**src/rtl/word_to_ascii_stream.sv**
```systemverilog
// word_to_ascii_stream: streams a WIDTH-bit word as 7-bit ASCII characters,
// MSB-first, one character per out_valid/out_ready handshake, in binary
// ('0'/'1') or hex ('0'-'9','A'-'F') mode selected per word.
// Optional build macro WORD_TO_ASCII_PREFIX_EN prepends "0b"/"0x" to each word.
module word_to_ascii_stream #(
  parameter int WIDTH = 16,
  parameter int CW    = ($clog2(WIDTH + 2) < 1) ? 1 : $clog2(WIDTH + 2)
) (
  input  logic             clk,
  input  logic             rst,
  input  logic [WIDTH-1:0] in_data,
  input  logic             in_hex,
  input  logic             in_valid,
  output logic             in_ready,
  output logic [6:0]       out_char,
  output logic             out_valid,
  input  logic             out_ready,
  output logic             out_last,
  output logic [CW-1:0]    out_col,
  output logic             busy
);

  localparam int NB = WIDTH;
  localparam int NH = (WIDTH + 3) / 4;
`ifdef WORD_TO_ASCII_PREFIX_EN
  localparam int PFX = 2;
`else
  localparam int PFX = 0;
`endif
  // Column of the final digit; kept instead of the total so it always fits in CW bits.
  localparam logic [CW-1:0] LC_B = CW'(NB - 1 + PFX);
  localparam logic [CW-1:0] LC_H = CW'(NH - 1 + PFX);

  typedef enum logic {IDLE, EMIT} state_t;

  state_t          state;
  logic [WIDTH-1:0] data_q;
  logic            hex_q;
  logic [CW-1:0]   last_col;
  logic [CW-1:0]   nxt_col;
  logic [CW-1:0]   first_last;

  // Character for string column col of word w in mode hx.
  function automatic logic [6:0] char_at(input logic [CW-1:0] col,
                                         input logic [WIDTH-1:0] w,
                                         input logic hx);
    logic [4*NH-1:0] pw;
    logic [3:0]      nib;
    logic            b;
    int              d;
    pw = '0;
    pw[WIDTH-1:0] = w;            // top nibble zero-extended
    d   = int'(col) - PFX;        // digit index, 0 = most significant
    nib = 4'(pw >> (4 * (NH - 1 - d)));
    b   = 1'(w >> (NB - 1 - d));
    if (hx)
      char_at = (nib < 4'd10) ? 7'd48 + {3'b0, nib} : 7'd55 + {3'b0, nib};
    else
      char_at = 7'd48 + {6'b0, b};
`ifdef WORD_TO_ASCII_PREFIX_EN
    if (col == '0)
      char_at = 7'd48;
    else if (col == CW'(1))
      char_at = hx ? 7'd120 : 7'd98;
`endif
  endfunction

  assign nxt_col    = out_col + {{(CW-1){1'b0}}, 1'b1};
  assign first_last = in_hex ? LC_H : LC_B;

  // Accept only from IDLE and never while reset is held.
  assign in_ready = (state == IDLE) && !rst;

  // Control FSM with registered character outputs.
  always_ff @(posedge clk) begin
    if (rst) begin
      state     <= IDLE;
      data_q    <= '0;
      hex_q     <= 1'b0;
      last_col  <= '0;
      out_col   <= '0;
      out_char  <= 7'd0;
      out_last  <= 1'b0;
      out_valid <= 1'b0;
      busy      <= 1'b0;
    end else begin
      case (state)
        IDLE: begin
          if (in_valid) begin
            data_q    <= in_data;
            hex_q     <= in_hex;
            last_col  <= first_last;
            out_col   <= '0;
            out_char  <= char_at('0, in_data, in_hex);
            out_last  <= (first_last == '0);
            out_valid <= 1'b1;
            busy      <= 1'b1;
            state     <= EMIT;
          end
        end
        EMIT: begin
          if (out_ready) begin
            if (out_last) begin
              out_col   <= '0;
              out_char  <= 7'd0;
              out_last  <= 1'b0;
              out_valid <= 1'b0;
              busy      <= 1'b0;
              state     <= IDLE;
            end else begin
              out_col  <= nxt_col;
              out_char <= char_at(nxt_col, data_q, hex_q);
              out_last <= (nxt_col == last_col);
            end
          end
        end
        default: state <= IDLE;
      endcase
    end
  end

endmodule

```
**config.mk**
```make
export PLATFORM = sky130hd
export DESIGN_NAME = word_to_ascii_stream
export DESIGN_NICKNAME = d
export VERILOG_FILES = /design/src/rtl/word_to_ascii_stream.sv
export SDC_FILE = /design/constraint.sdc
export NUM_CORES = 1
export LEC_CHECK = 0
export CAP_MARGIN = 20
export CORE_AREA = 10 10 104 106
export DETAILED_ROUTE_END_ITERATION = 10
export DIE_AREA = 0 0 114 116
export HOLD_SLACK_MARGIN = 0.12
export PLACE_DENSITY = 0.42
export SYNTH_ARGS = -nofsm -noshare
export SYNTH_HDL_FRONTEND = slang
export SYNTH_SLANG_ARGS = --single-unit
```
**constraint.sdc**
```tcl
create_clock -name clk -period 3.4 [get_ports clk]
set_input_delay 0.34 -clock clk [delete_from_list [all_inputs] [get_ports clk]]
set_output_delay 0.34 -clock clk [all_outputs]
set_load 0.02 [all_outputs]
```
==> impl_metrics.json <==
{
  "status": "complete, no violations",
  "vias_per_cell": 4.62,
  "hpwlAfterDp_um": 4280,
  "core_area_sq_mm": 0.00868,
  "post_cts_buffers": 0,
  "critPathRequiredTime_ns": 3.56,
  "num_rows": 34,
  "synth-edff-count": 0,
  "gr-usage-met3": 0.0253,
  "grt_overflow_total": 0,
  "rsz0062_at_grt": "no",
  "critPathArrivalTime_ns": 3.21,
  "die_x_um": 114,
  "place_area_sq_mm": 0.00243,
  "cts_tree": "done",
  "vias": 1771,
  "synth_top_cell_by_area": "dfxtp_1",
  "drive_gt1_frac": 0.0945,
  "irDropWorstVdd_mv": 0.133,
  "placement.io_buffers": 36,
  "cts_buffer_depth": 2,
  "critPathKind": "register to register",
  "grt_use_met1": 0.111,
  "drc": 0,
  "fin_area_sq_mm": 0.00252,
  "crit_fanout": 10,
  "start_util": 0.226,
  "drt_first_iter_violations": 61,
  "yosysWarnings": 0,
  "final_cell_count_no_fill": 383,
  "die_area_sq_mm": 0.0132,
  "dp_cells": 375,
  "synth_fp_nets": 267,
  "synth-async-reset-ratio": 0,
  "cpMostUsedCell": "ha_1",
  "cts.sink_count": 34,
  "holdBufCountCts": 0,
  "worstHoldPathType": "register to register",
  "worstPathCellList": "ha_1, xnor2_4, ha_1, nand2b_1, a211oi_1, nand2_1, ha_1, nand2_1, mux2_2, a211oi_1, nor3_1",
  "post_cts_resized": 0,
  "period_minus_slack_ns": 3.04,
  "clk_pin_slew_ns": 0.08,
  "routedWlPerCell_um": 14.8,
  "wl_um": 5680,
  "grt_pass1_wl_um": 9060,
  "startpoint_type": "register",
  "syn_avg_cell_area_sq_um": 8.12,
  "synthesis.area_sq_mm": 0.00197,
  "place.gp.congestion": 0.765,
  "synth_cells": 242,
  "pwr_density_cell_mw_per_mm2": 379,
  "tightest_slew_ns": 0.693,
  "clock-root-buffer": "clkbuf_8",
  "netlist.area_leader.share": 0.346,
  "top_usage_layer": "met2",
  "ioPinCount": 37,
  "n_antenna_cell": 0,
  "synth_ff_type": "dfxtp_1",
  "cts_made_buffers": 5,
  "ys_ff_latch": 34,
  "hold_violations": 0,
  "drt_first_pass_iters": 4,
  "clock_latency_ns": 0.28,
  "finClkSkew_ns": 0.00532,
  "max_freq_mhz": 329,
  "die_y_um": 116,
  "cp-end-kind": "register",
  "synth_seq_area_share": 0.346,
  "grtUsageMet2": 0.131,
  "cp_slowest_cell": "a211oi_1",
  "fin_nets": 299,
  "grt_pass1_vias": 1710,
  "min_period_over_period": 0.895,
  "p_leak_uw": 0.000926,
  "fin_setup_tns_ns": 0,
  "drt.antenna.violating_nets": 0,
  "relSlewSlack": 0.538,
  "htreeDepth": 2,
  "antenna_found_initial": 0,
  "yosysMostFrequentCell": "nand2_1",
  "synth.area.top_cells": "dfxtp_1 35%, nand2_1 8.4%, a21oi_1 7.9%",
  "synthToLayoutAreaGrowth_pct": 28.2,
  "slew_viol_final": 0,
  "grt_usage": 0.0844,
  "cp_slowest_stage_delay_ns": 0.41,
  "grt_max_degree": 35,
  "synth.distinct_cells": 50,
  "maxCapViolCount": 0,
  "setup_viol": 0,
  "ys_top_cells_by_count": "44 x nand2_1, 34 x dfxtp_1, 31 x a21oi_1"
}
-- routing by layer --
metal,routed length [um],up-vias,share of wire
met5,0,-,0
met4,40,0,0.0070
met3,260,5,0.046
met2,2530,30,0.44
met1,2850,815,0.50
li1,-,921,-
-- worst max-delay path, delay by kind of cell (launching register included) --
family / cells / cell delay (ns)
mux: 1 / 0.33
flops: 1 / 0.34
compound gates: 2 / 0.64
fa+ha+maj: 3 / 0.83
simple gates: 4 / 0.41
xor+xnor: 1 / 0.37
-- report_power, final --
part	internal (uW)	switching, uW
Combinational	93.9	104
Clock	164	153
Sequential	422	19.4
Total	680	276
-- layout by cell type, fill, tap and decap left out, types with 2 or more instances in the layout --
master / count
nand3b_1: 3
nor3b_1: 7
xnor2_1: 2
buf_4: 6
clkbuf_8: 6
dfxtp_1: 34
nor3_1: 5
a22oi_1: 2
ha_1: 4
and2_1: 2
nor2b_1: 4
nand2_1: 44
mux4_2: 4
nand3_1: 4
nand2b_1: 3
clkdlybuf4s50_1: 36
o21ai_0: 6
or3_1: 2
inv_1: 6
a31oi_1: 2
mux2i_1: 4
nor2_1: 24
a21oi_1: 31
a211oi_1: 5
a2bb2oi_1: 2
mux2_2: 3
-- flip-flops by register name, summed over array words and instances, names as in the netlist --
name / flops
data_q: 16
out_char: 7
out_col: 5
last_col: 2
busy: 1
hex_q: 1
out_last: 1
state: 1
-- layout make-up --
cell class                      instances  area, sq um
Inverter                                6         22.5
Tap cell                              108          135
Fill cell                             975         6160
Clock buffer                            7         86.3
Multi-Input combinational cell        185         1180
Clock inverter                          1         5.00
Sequential cell                        34          681
Timing Repair Buffer                   42          405
-- stage by stage --
stage / power (uW) / setup slack (ns) / hold WS (ns) / utilization
after global placement: 652 / 0.422 / 0.458 / 0.280
final: 956 / 0.356 / 0.469 / 0.290
after CTS: 973 / 0.354 / 0.474 / 0.290
after detailed placement: 652 / 0.372 / 0.464 / 0.280
after floorplan: 568 / 0.289 / 0.441 / -
after global routing: 1000 / 0.0935 / 0.494 / 0.290
-- logic make-up after synthesis --
| logic type | share of synthesized area |
|---|---|
| XOR/XNOR | 0.0274 |
| multiplexers | 0.104 |
| flip-flops | 0.346 |
| adder cells (fa/ha/maj) | 0.0255 |
| buffers and inverters | 0.0509 |
| AO/OA/AOI/OAI | 0.209 |
| AND/OR/NAND/NOR | 0.237 |
-- final timing paths --
path	start	to	slack, ns	depth (start not counted)
worst max-delay path	out_col[1]$_SDFFE_PP0P_	out_char[2]$_SDFFE_PP0P_	0.36	11
worst min-delay path	data_q[7]$_SDFFE_PP0P_	data_q[7]$_SDFFE_PP0P_	0.47	2
worst max register to register	out_col[1]$_SDFFE_PP0P_	out_char[2]$_SDFFE_PP0P_	0.36	11
worst min register to register	data_q[7]$_SDFFE_PP0P_	data_q[7]$_SDFFE_PP0P_	0.47	2
Power figures use the tool's default switching activity.
